<file path="config.mk">
export PLATFORM = sky130hd
export DESIGN_NAME = sd_sector_loader
export DESIGN_NICKNAME = d
export VERILOG_FILES = /design/src/rtl/sd_sector_loader.sv
export SDC_FILE = /design/constraint.sdc
export NUM_CORES = 1
export LEC_CHECK = 0
export CAP_MARGIN = 20
export CORE_AREA = 2 2 193 100
export DETAILED_ROUTE_END_ITERATION = 8
export DIE_AREA = 0 0 195 102
export PLACE_DENSITY = 0.79
export SLEW_MARGIN = 20
export SYNTH_ARGS = -nofsm -noshare
export SYNTH_HDL_FRONTEND = slang
export SYNTH_SLANG_ARGS = --single-unit
export TNS_END_PERCENT = 1
</file>
<file path="constraint.sdc">
create_clock -name clk -period 3.3 [get_ports clk]
set_input_delay 0.66 -clock clk [delete_from_list [all_inputs] [get_ports clk]]
set_output_delay 0.66 -clock clk [all_outputs]
set_load 0.01 [all_outputs]
</file>
<file path="src/rtl/sd_sector_loader.sv">
// ---------------------------------------------------------------------------
// sd_sector_loader
//
// Boot-time sequencer that copies a run of consecutive 512-byte SD sectors
// into on-chip memory. It waits for SD initialisation, then issues one
// single-block read request per sector to the SD read engine. Each of the
// 256 16-bit words returned is written to sequential memory word addresses.
// A sector whose request is never acknowledged, or whose word stream stalls,
// is retried from its first word. After too many retries the load ends with
// an error.
//
// Optional feature (compile-time macro SD_LOAD_CHECKSUM_EN):
//   defined   - load_sum accumulates (mod 2^16) every word written in the
//               current pass; a retried sector restores the sum to its value
//               at the start of that sector.
//   undefined - no accumulator is built and load_sum is tied to 0.
//
// Ports:
//   clk          system clock
//   sys_rst      asynchronous active-low reset
//   init_done    SD card initialisation complete (level)
//   load_start   single-cycle start pulse (accepted only when idle)
//   load_sector  first sector number, sampled on accepted load_start
//   load_count   number of sectors, sampled on accepted load_start
//   rd_start     read request to the SD read engine (level)
//   rd_addr      read address (sector number, or byte address)
//   rd_busy      read engine busy
//   rd_en        word-valid strobe from read engine
//   rd_data      word from read engine
//   mem_we       memory write strobe
//   mem_addr     memory word address of the current write
//   mem_wdata    memory write data
//   load_busy    high from accepted start until done/error
//   load_done    one-cycle pulse when all sectors are loaded
//   load_err     sticky error flag, cleared by the next accepted start
//   load_sum     running word checksum (0 when checksum is disabled)
// ---------------------------------------------------------------------------
module sd_sector_loader #(
    parameter int          ADDR_W      = 16,
    parameter logic [23:0] TIMEOUT_CYC = 24'd1_000_000,
    parameter int          MAX_RETRY   = 3,
    parameter int          GAP_CYC     = 8,
    parameter int          BLOCK_ADDR  = 1
) (
    input  logic              clk,
    input  logic              sys_rst,
    input  logic              init_done,
    input  logic              load_start,
    input  logic [31:0]       load_sector,
    input  logic [15:0]       load_count,
    output logic              rd_start,
    output logic [31:0]       rd_addr,
    input  logic              rd_busy,
    input  logic              rd_en,
    input  logic [15:0]       rd_data,
    output logic              mem_we,
    output logic [ADDR_W-1:0] mem_addr,
    output logic [15:0]       mem_wdata,
    output logic              load_busy,
    output logic              load_done,
    output logic              load_err,
    output logic [15:0]       load_sum
);

    typedef enum logic [2:0] {
        IDLE, WAIT_INIT, REQ, XFER, GAP, DONE, ERR
    } state_t;

    localparam logic [ADDR_W-1:0] ADDR_ONE  = {{(ADDR_W-1){1'b0}}, 1'b1};
    localparam logic [23:0]       TMO_LAST  = TIMEOUT_CYC - 24'd1;
    localparam logic [23:0]       GAP_LAST  = 24'(GAP_CYC - 1);
    localparam logic [7:0]        RETRY_MAX = 8'(MAX_RETRY);

    state_t            state_reg, state_next;
    logic [31:0]       sector_reg, sector_next;
    logic [15:0]       remain_reg, remain_next;
    logic [7:0]        retry_reg, retry_next;
    logic [7:0]        word_cnt_reg, word_cnt_next;
    logic [23:0]       tmo_reg, tmo_next;
    logic [ADDR_W-1:0] wptr_reg, wptr_next;   // address of the next write
    logic [ADDR_W-1:0] base_reg, base_next;   // first word address of sector
    logic              rd_start_reg, rd_start_next;
    logic [31:0]       rd_addr_reg, rd_addr_next;
    logic              mem_we_reg, mem_we_next;
    logic [ADDR_W-1:0] mem_addr_reg, mem_addr_next;
    logic [15:0]       mem_wdata_reg, mem_wdata_next;
    logic              busy_reg, busy_next;
    logic              done_reg, done_next;
    logic              err_reg, err_next;

    logic start_acc, word_acc, sector_end, do_retry, tmo_hit;

    assign tmo_hit = (tmo_reg == TMO_LAST);

    always_comb begin
        state_next     = state_reg;
        sector_next    = sector_reg;
        remain_next    = remain_reg;
        retry_next     = retry_reg;
        word_cnt_next  = word_cnt_reg;
        wptr_next      = wptr_reg;
        base_next      = base_reg;
        rd_start_next  = rd_start_reg;
        rd_addr_next   = rd_addr_reg;
        mem_we_next    = 1'b0;
        mem_addr_next  = mem_addr_reg;
        mem_wdata_next = mem_wdata_reg;
        busy_next      = busy_reg;
        done_next      = 1'b0;
        err_next       = err_reg;
        start_acc      = 1'b0;
        word_acc       = 1'b0;
        sector_end     = 1'b0;
        do_retry       = 1'b0;
        tmo_next       = '0;

        case (state_reg)
            IDLE: begin
                if (load_start) begin
                    start_acc     = 1'b1;
                    sector_next   = load_sector;
                    remain_next   = load_count;
                    retry_next    = '0;
                    word_cnt_next = '0;
                    wptr_next     = '0;
                    base_next     = '0;
                    mem_addr_next = '0;
                    err_next      = 1'b0;
                    busy_next     = 1'b1;
                    state_next    = WAIT_INIT;
                end
            end
            WAIT_INIT: begin
                if (init_done) begin
                    if (remain_reg == 16'd0) begin
                        state_next = DONE;
                        busy_next  = 1'b0;
                        done_next  = 1'b1;
                    end else begin
                        state_next = REQ;
                    end
                end
            end
            REQ: begin
                rd_addr_next = (BLOCK_ADDR != 0) ? sector_reg
                                                 : {sector_reg[22:0], 9'd0};
                if (rd_busy) begin
                    rd_start_next = 1'b0;
                    word_cnt_next = '0;
                    state_next    = XFER;
                end else if (tmo_hit) begin
                    rd_start_next = 1'b0;
                    do_retry      = 1'b1;
                end else begin
                    rd_start_next = 1'b1;
                end
            end
            XFER: begin
                // A word arriving on the timeout cycle wins over the timeout.
                if (rd_en) begin
                    word_acc       = 1'b1;
                    mem_we_next    = 1'b1;
                    mem_wdata_next = rd_data;
                    mem_addr_next  = wptr_reg;
                    wptr_next      = wptr_reg + ADDR_ONE;
                    word_cnt_next  = word_cnt_reg + 8'd1;
                    if (word_cnt_reg == 8'hFF) begin
                        sector_end  = 1'b1;
                        sector_next = sector_reg + 32'd1;
                        remain_next = remain_reg - 16'd1;
                        retry_next  = '0;
                        base_next   = wptr_reg + ADDR_ONE;
                        state_next  = GAP;
                    end
                end else if (tmo_hit) begin
                    do_retry = 1'b1;
                end
            end
            GAP: begin
                if (tmo_reg == GAP_LAST) begin
                    if (remain_reg != 16'd0) begin
                        state_next = REQ;
                    end else begin
                        state_next = DONE;
                        busy_next  = 1'b0;
                        done_next  = 1'b1;
                    end
                end
            end
            DONE:    state_next = IDLE;
            ERR:     state_next = IDLE;
            default: state_next = IDLE;
        endcase

        // Retry restarts the sector from its first word.
        if (do_retry) begin
            wptr_next     = base_reg;
            mem_addr_next = base_reg;
            word_cnt_next = '0;
            if (retry_reg == RETRY_MAX) begin
                state_next = ERR;
                busy_next  = 1'b0;
                err_next   = 1'b1;
            end else begin
                retry_next = retry_reg + 8'd1;
                state_next = GAP;
            end
        end

        // Shared counter: timeout in REQ/XFER, gap length in GAP.
        if (state_reg != IDLE && state_next == state_reg && !word_acc)
            tmo_next = tmo_reg + 24'd1;
    end

    always_ff @(posedge clk or negedge sys_rst) begin
        if (!sys_rst) begin
            state_reg     <= IDLE;
            sector_reg    <= '0;
            remain_reg    <= '0;
            retry_reg     <= '0;
            word_cnt_reg  <= '0;
            tmo_reg       <= '0;
            wptr_reg      <= '0;
            base_reg      <= '0;
            rd_start_reg  <= 1'b0;
            rd_addr_reg   <= '0;
            mem_we_reg    <= 1'b0;
            mem_addr_reg  <= '0;
            mem_wdata_reg <= '0;
            busy_reg      <= 1'b0;
            done_reg      <= 1'b0;
            err_reg       <= 1'b0;
        end else begin
            state_reg     <= state_next;
            sector_reg    <= sector_next;
            remain_reg    <= remain_next;
            retry_reg     <= retry_next;
            word_cnt_reg  <= word_cnt_next;
            tmo_reg       <= tmo_next;
            wptr_reg      <= wptr_next;
            base_reg      <= base_next;
            rd_start_reg  <= rd_start_next;
            rd_addr_reg   <= rd_addr_next;
            mem_we_reg    <= mem_we_next;
            mem_addr_reg  <= mem_addr_next;
            mem_wdata_reg <= mem_wdata_next;
            busy_reg      <= busy_next;
            done_reg      <= done_next;
            err_reg       <= err_next;
        end
    end

`ifdef SD_LOAD_CHECKSUM_EN
    logic [15:0] sum_reg, sum_base_reg;

    always_ff @(posedge clk or negedge sys_rst) begin
        if (!sys_rst) begin
            sum_reg      <= '0;
            sum_base_reg <= '0;
        end else if (start_acc) begin
            sum_reg      <= '0;
            sum_base_reg <= '0;
        end else if (do_retry) begin
            sum_reg <= sum_base_reg;
        end else if (word_acc) begin
            sum_reg <= sum_reg + rd_data;
            if (sector_end)
                sum_base_reg <= sum_reg + rd_data;
        end
    end

    assign load_sum = sum_reg;
`else
    assign load_sum = 16'd0;
`endif

    assign rd_start  = rd_start_reg;
    assign rd_addr   = rd_addr_reg;
    assign mem_we    = mem_we_reg;
    assign mem_addr  = mem_addr_reg;
    assign mem_wdata = mem_wdata_reg;
    assign load_busy = busy_reg;
    assign load_done = done_reg;
    assign load_err  = err_reg;

endmodule
</file>
Yosys cells after proc, flatten, opt, wreduce, memory -nomap -nowiden:

Cells that the tools add are included.

* logic and storage cells: 117
* input port bits: 70
* bits in registers: 192
* output and inout port bits: 85

* mux-type cells: 66
* $add $sub $neg: 6
* reductions and logical operators: 14
* equality and inequality tests: 15

Operators with widths (number)
* 2-to-1 mux 16 bit: 10
* case mux 16 bit (2 select lines): 4
* 2-to-1 mux 32 bit: 3
* 2-to-1 mux 8 bit: 9
* case mux 32 bit (2 select lines): 1
* adder 32 x 1 -> 32 bit (second input constant): 1
* 2-to-1 mux 3 bit: 9
* adder 24 x 1 -> 24 bit (second input constant): 1
* == test 24 x 20 -> 1 bit (second input constant): 1
* == test 24 x 3 -> 1 bit (second input constant): 1
* 2-to-1 mux 24 bit: 1
* case mux 8 bit (3 select lines): 1
* 2-to-1 mux 1 bit: 22
* adder 16 x 1 -> 16 bit (second input constant): 1
* adder 8 x 1 -> 8 bit (second input constant): 2
* zero test 16 bit: 1
* case mux 8 bit (2 select lines): 1
* nonzero test 16 bit: 1
* subtractor 16 x 1 -> 16 bit (second input constant): 1
* case mux 3 bit (5 select lines): 1
* != test 3 bit (second input constant): 3
* == test 8 x 2 -> 1 bit (second input constant): 1
* == test 8 bit (second input constant): 1
* AND reduction 4 bit: 2
* other kinds (16): 22

Logic depth before layout (Yosys ltp):

Gate-level depths: netlist (run 1).

* word-level depth: 9
* depth in mapped cells: 11
* gate-level depth less buffers: 8

Worst setup path after synthesis (run 1):

OpenSTA, ideal clock, no wires.

* path type: reg2reg
* start: register remain_reg[0]
* end: register tmo_reg[15]
* path slack: 578 ps
* required time: 3181 ps
* setup time: 119 ps
* cell stages (with the launch flop): 12
* arrival: 2603 ps
* path through: dfrtp_1 > inv_1 > ha_1 > or4b_1 > buf_2 > or4_1 > buf_2 > nor4_1 > o31ai_1 > o2111ai_4 > buf_6 > nor2_1

* word-level cells in the longest chain between the ends: 9
* elaborated cells on any way between the ends: 12
* those cells by class: 1 x eq/ne; 7 x mux; 4 x reduce/logical

Ends and longest elaborated chain
* from (decl): line 76 `logic [15:0] remain_reg, remain_next;`
* from (signal assigned): line 236 `remain_reg <= remain_next;`
* nonzero test 16 bit / zero test 16 bit (equally long branches): line 181, 135
* 2-to-1 mux 3 bit (on tied branches): line 181, 135
* 2-to-1 mux 3 bit (on tied branches): line 180, 134
* case mux 3 bit (5 select lines) (*): line 117 `case (state_reg)`
* 2-to-1 mux 3 bit (*): line 196 `if (do_retry) begin`
* == test 3 bit (*): line 211 `if (state_reg != IDLE && state_next == state_reg && !word_acc)`
* logical AND 1 bit (*) (2 in a row): line 211
* 2-to-1 mux 24 bit (*): line 211
* via tmo_next[15]: line 79 `logic [23:0] tmo_reg, tmo_next;`
* to (signal assigned): line 239 `tmo_reg <= tmo_next;`
* to (decl): line 79

Mark *: on every way through the listed nets, which the timed path passes. The rest lies on a longest branch.
A chain may end at the register's enable or synchronous reset.

Worst setup path in the final report (run 1):

* start: register remain_reg[0]
* end: register tmo_reg[4]

Same word-level chain as after synthesis.

==> results.json, run 1 <==
{
  "clockRootBuffer": "clkbuf_16",
  "num_rows": 35,
  "worst-r2r-cell-count": 8,
  "tightest_slew_ns": 1.077,
  "endpoint_kind": "register",
  "pwr-share-clk_pct": 22.8,
  "gr-total-overflow": 0,
  "async_flop_share_pct": 100.0,
  "die_x_um": 195,
  "outcome": "completed",
  "cts-resized-gates": 0,
  "h-tree-depth": 4,
  "core_area_um2": 18130,
  "grt_pass1_wl_um": 40300,
  "start_util_pct": 53.41,
  "syn_avg_cell_area_um2": 8.966,
  "io_buffers": 138,
  "grt_pass1_vias": 8149,
  "drt-initial-drc-count": 732,
  "power.net_switching_mw": 3.577,
  "fin_crit_ns": 3.100,
  "die_area_um2": 19890,
  "p_leak_nw": 4.916,
  "synth.cell_area_um2": 9683,
  "ioPinCount": 155,
  "synthDistinctLibCells": 58,
  "fillers": 1482,
  "yosysWarnings": 0,
  "hold_class": "input pin to asynchronous set/reset pin",
  "place.gp.congestion": 0.8361,
  "path_class": "register to register",
  "crit_arrival_ns": 3.38,
  "wirelength_um": 24290,
  "maxCapViolCount": 0,
  "slew_viol_final": 0,
  "finalSetupViolCount": 0,
  "final_nets": 1271,
  "synthCells": 1080,
  "hold_violations": 0,
  "max-vdd-ir-drop_mv": 0.6075,
  "antenna_found_initial": 0,
  "regArea_um2": 4805,
  "cts_buffer_depth": 2,
  "yosysMostFrequentCell": "dfrtp_1",
  "postCtsHoldBufs": 0,
  "place_ws_ns": 0.2643,
  "dieHeight_um": 102,
  "cts_tree": "built",
  "internal_power_mw": 5.863,
  "synthToLayoutAreaGrowth_pct": 22.72,
  "p_per_area_nw_per_um2": 794.5,
  "swShare_pct": 37.89,
  "yosysTopAreaCellShare_pct": 49.62,
  "firstDrtPassIters": 5,
  "wire_per_inst_um": 16.78,
  "slew_headroom_pct": 28.21,
  "fin_worst_skew_ns": 0.01277,
  "setup_tns_ns": 0,
  "clk_latency_ns": 0.44,
  "rsz0062_at_grt": "no",
  "num_vias": 8552,
  "yosys.area.top_type": "dfrtp_1",
  "clock_sinks": 192,
  "critPathLaunchType": "register",
  "cts_buffers": 17,
  "path_clk_slew_ns": 0.07,
  "multi_input_area_um2": 4499,
  "period_share_pct": 93.92,
  "seqPwrFrac_pct": 38.9,
  "ys.flop_type": "dfrtp_1",
  "cts_setup_buffers": 0,
  "critPathMaxFanout": 24,
  "holdWs_ns": 0.2080,
  "synth_edf_count": 0,
  "drc": 0,
  "dp_hpwl_um": 16400,
  "max_freq_mhz": 322.6,
  "timing.final.ws_setup_ns": 0.2005,
  "crit_required_ns": 3.59,
  "synthTopCellsByArea": "dfrtp_1, nand2_1, a21oi_1",
  "synth_common_cells": "dfrtp_1, nand2_1, nor2_1",
  "seq_area_frac_synth_pct": 49.62,
  "drive_gt1_share_pct": 8.361,
  "antenna_cells": 0,
  "routed_via_density": 5.906,
  "grt_max_degree": 81,
  "drtAntennaViolNets": 0,
  "grt_usage_pct": 25.28,
  "finalPower_mw": 9.440,
  "p_comb_share_pct": 38.3,
  "synth-seq-cells": 192
}
cell usage in the layout (no fill, tap or decap), drive strengths merged, types with 4 or more instances in the layout:
| cell type | instances |
|---|---|
| dfrtp | 192 |
| nand2 | 184 |
| clkdlybuf4s50 | 137 |
| nor2 | 92 |
| o21ai | 83 |
| a21oi | 83 |
| nand3 | 49 |
| mux2 | 33 |
| nor3 | 26 |
| a22oi | 25 |
| inv | 25 |
| buf | 24 |
| nand4 | 20 |
| xnor2 | 20 |
| o22ai | 19 |
| clkbuf | 19 |
| and3 | 16 |
| xor2 | 16 |
| conb | 16 |
| nor4 | 13 |
| o31ai | 12 |
| a31oi | 10 |
| nor2b | 9 |
| a21o | 8 |
| and2 | 7 |
| ha | 6 |
| or4 | 5 |
| nand2b | 5 |
| mux2i | 5 |
| or3 | 4 |
power groups by stage:
| stage | Sequential (mW) | Clock (mW) | Combinational (mW) |
|---|---|---|---|
| after floorplan | 3.64 | 0 | 2.21 |
| after global placement | 3.64 | 0 | 3.47 |
| after detailed placement | 3.69 | 0 | 3.60 |
| after CTS | 3.65 | 2.18 | 3.63 |
| after global routing | 3.77 | 2.28 | 4.00 |
| final | 3.67 | 2.15 | 3.62 |
final timing paths:
kind	startpoint	to	slack, ns
worst max register to register	remain_reg[0]$_DFFE_PN0P_	tmo_reg[4]$_DFF_PN0_	0.20
min in group clk	mem_wdata[1]$_DFFE_PN0P_	mem_wdata[1]$_DFFE_PN0P_	0.48
worst max-delay path	remain_reg[0]$_DFFE_PN0P_	tmo_reg[4]$_DFF_PN0_	0.20
worst min-delay path	sys_rst	mem_wdata[0]$_DFFE_PN0P_	0.21
max in group asynchronous	sys_rst	tmo_reg[0]$_DFF_PN0_	2.33
worst min register to register	mem_wdata[1]$_DFFE_PN0P_	mem_wdata[1]$_DFFE_PN0P_	0.48
layout make-up:
class	instances	share of cell area (%)
Sequential cell	192	40.43
Clock inverter	14	1.474
Tap cell	240	2.527
Inverter	19	0.6002
Timing Repair Buffer	162	13.49
Multi-Input combinational cell	803	37.86
Clock buffer	18	3.612
metrics by stage:
stage | cell area [µm²] | cells | utilization (%)
floorplan | 9739 | 1095 | -
global placement | 11280 | 1416 | 62.21
detailed placement | 11280 | 1416 | 62.21
CTS | 11880 | 1448 | 65.54
global route | 11880 | 1448 | 65.54
finish | 11880 | 1448 | 65.54
critical path: stages (launching register included):
cell,delay (ns)
dfrtp_1,0.39
inv_1,0.10
ha_1,0.21
or4b_1,0.46
or4_1,0.71
nor4_1,0.40
o31ai_1,0.19
o2111ai_4,0.33
nor2_1,0.15
kinds of logic after synthesis:
logic type	synth area share, %
and+or+nand+nor	20.75
adders and majority gates	0.7753
AOI/OAI and AO/OA	16.49
other	0.03873
xor gates and xnor gates	3.256
buffers and inverters	4.716
DFF	49.62
muxes	4.355
routing by layer:
metal  global-route usage, %  share of wire [%]  vias up
li1                        -                  -     4019
met1                   34.24                 44     4156
met2                   41.37                 48      336
met3                   5.050                6.0       41
met4                   8.925                2.3        0
met5                       0                  0        -
(Power assumes the default switching activity.)
==> run 2, diff against run 1 <==
--- a/config.mk
+++ b/config.mk
@@ -5,11 +5,13 @@
 export SDC_FILE = /design/constraint.sdc
 export NUM_CORES = 1
 export LEC_CHECK = 0
+export ABC_CLOCK_PERIOD_IN_PS = 3300
 export CAP_MARGIN = 20
 export CORE_AREA = 2 2 193 100
 export DETAILED_ROUTE_END_ITERATION = 8
 export DIE_AREA = 0 0 195 102
 export PLACE_DENSITY = 0.79
+export SKIP_LAST_GASP = 1
 export SLEW_MARGIN = 20
 export SYNTH_ARGS = -nofsm -noshare
 export SYNTH_HDL_FRONTEND = slang
==> results of run 2 <==
Same layout as run 1: the final DEF is identical, and so are final timing and power.
==> variant, RTL diff (flow settings as in run 1) <==
`rd_addr_reg` no longer has a reset.
--- a/src/rtl/sd_sector_loader.sv
+++ b/src/rtl/sd_sector_loader.sv
@@ -224,5 +224,4 @@
             base_reg      <= '0;
             rd_start_reg  <= 1'b0;
-            rd_addr_reg   <= '0;
             mem_we_reg    <= 1'b0;
             mem_addr_reg  <= '0;
@@ -241,5 +240,4 @@
             base_reg      <= base_next;
             rd_start_reg  <= rd_start_next;
-            rd_addr_reg   <= rd_addr_next;
             mem_we_reg    <= mem_we_next;
             mem_addr_reg  <= mem_addr_next;
@@ -249,4 +247,8 @@
             err_reg       <= err_next;
         end
+    end
+
+    always_ff @(posedge clk) begin
+        rd_addr_reg <= rd_addr_next;
     end
 
Behaviour: differs if sys_rst is asserted again (counterexample within 4 cycles, from zero or initial values and one cycle with sys_rst low); with sys_rst held inactive, the same outputs for 4 cycles.
==> variant against run 1 <==
  * Wire length down 3.4%
  * Setup slack better by 0.35 ns
  * Count of clock-buffer cells in the layout rose by 1
  * Critical path depth is the same
  * Combinational power rose by 9.9%
  * Design area is 1.5% lower
  * Area after synthesis decreased by 0.68%
  * Total power up 6.4%
  * Sequential cell count unchanged
  * Worst hold slack better by 0.022 ns
  * Critical endpoint is now retry_reg[7]
  * Largest cell class unchanged
  * Highest routed layer unchanged
==> variant: results <==
metrics = {
    "status": {
        "outcome": "complete, no violations",
    },
    "synthesis": {
        "yosysSeqAreaShare_pct": 51.63,
        "synth_async_sr_flop_share_pct": 83.33,
        "yosys-top-cells-area": "dfrtp_1 (42%), edfxtp_1 (10%), nand2_1 (4.8%), nor2_1 (3.9%), a21oi_1 (3.6%)",
        "synth.distinct_cells": 69,
        "synth-xor-area-share_pct": 3.370,
        "synth.top_cells.by_count": "dfrtp_1 (160), nand2_1 (123), nor2_1 (100)",
        "synth_edf_count": 32,
        "synth_compound_area_share_pct": 17.00,
        "ys_warn_count": 0,
        "yosys.area_share.adder_pct": 0.7806,
        "synthMuxAreaShare_pct": 2.186,
    },
    "drt": {
        "drt_wl_total_mm": 23.46,
        "drtIter0Drc": 666,
        "ant_nets": 0,
        "via_count": 8169,
        "dr.pass1.iters": 5,
    },
    "setup_path": {
        "rr_worst_depth": 8,
        "rrSetupSlack_ns": 0.55,
        "timing.rr.start": "tmo_reg[0]",
        "r2r_end": "retry_reg[7]",
        "worstPathArrival_ns": 3.10,
        "crit_fanout": 35,
    },
    "clock_network": {
        "cts_resized": 0,
        "post_cts_buffers": 0,
        "clk_latency_ns": 0.43,
        "cts_buffer_depth": 2,
        "numCtsBuffers": 17,
        "clk_pin_slew_ns": 0.07,
        "root_buffer": "clkbuf_16",
        "htreeDepth": 4,
    },
    "global_route": {
        "grt_usage_pct": 24.24,
        "grt_pass1_wl_mm": 38.96,
        "grt_antenna_before_repair": 0,
        "grt_start_max_net_pins": 77,
        "grt_pass1_vias": 7791,
    },
    "finish": {
        "diodes": 0,
        "final_common_cell": "dfrtp_1",
        "drive_gt1_share_pct": 7.042,
        "nets": 1199,
    },
    "timing": {
        "relSlewSlack_pct": 45.17,
        "finalClockSkew_ns": 0.01192,
        "whs_ns": 0.2299,
        "setup_viol": 0,
    },
    "power": {
        "peakVddDrop_v": 0.0004877,
        "power_leakage_nw": 4.669,
    },
    "placement": {
        "portBuffers": 138,
        "gp_congestion": 0.8478,
        "place_area_mm2": 0.01114,
        "dp_hpwl_mm": 15.67,
    },
    "worst_hold_path": {
        "worst_hold_path_type": "primary input to asynchronous set/reset pin",
    },
}
variant: kinds of logic (layout without fill, tap and decap cells):
logic type,count (synthesis),count (layout)
AO/OA/AOI/OAI,258,258
XOR/XNOR,37,37
adder cells (fa/ha/maj),6,6
buffers and inverters,97,204
flip-flops,192,192
multiplexers,19,19
other,1,16
AND/OR/NAND/NOR,404,404
variant: how the worst max path moves through the flow:
stage	from	end	slack, ns
finish	tmo_reg[0]	retry_reg[7]	0.55
global route	remain_reg[0]	tmo_reg[18]	0.31
CTS	tmo_reg[0]	retry_reg[7]	0.60
detailed placement	rd_en	retry_reg[7]	0.24
global placement	load_start	wptr_reg[4]	0.27
floorplan	load_start	mem_addr[2]	0.97
variant: stage by stage:
stage / std cells / setup WS, ns
final: 1376 / 0.5464
after global routing: 1376 / 0.3059
after global placement: 1344 / 0.2738
after floorplan: 1029 / 0.9693
after detailed placement: 1344 / 0.2352
after CTS: 1376 / 0.5960
variant: final cells by class:
class / count / area, µm²
Sequential cell: 192 / 4965
Fill cell: 1477 / 6422
Tap cell: 240 / 300.3
Clock inverter: 13 / 136.4
Inverter: 16 / 60.06
Multi-Input combinational cell: 740 / 4258
Clock buffer: 19 / 432.9
Timing Repair Buffer: 156 / 1555
variant: where the power goes:
part	leakage, nW	internal [W]	switching (W)	total, W
clock network	0.287	0.00112	0.000926	0.00205
registers	2.31	0.00330	0.000712	0.00401
logic	2.07	0.00174	0.00224	0.00398
total	4.67	0.00617	0.00388	0.0100
variant: metal layers:
layer	vias to the layer above	share of wire (%)	track usage, %
li1	3869	-	-
met1	3968	44	32.61
met2	307	48	40.55
met3	25	6.6	4.818
met4	0	1.5	7.281
met5	-	0	0
variant: worst max-delay path, stage by stage (launching register included):
cell and delay (ns):
dfrtp_1 0.41, ha_1 0.28, inv_1 0.08, or4_4 0.59
nor3_4 0.19, buf_4 0.40, nand4_2 0.18, or3_1 0.38
a21oi_1 0.16
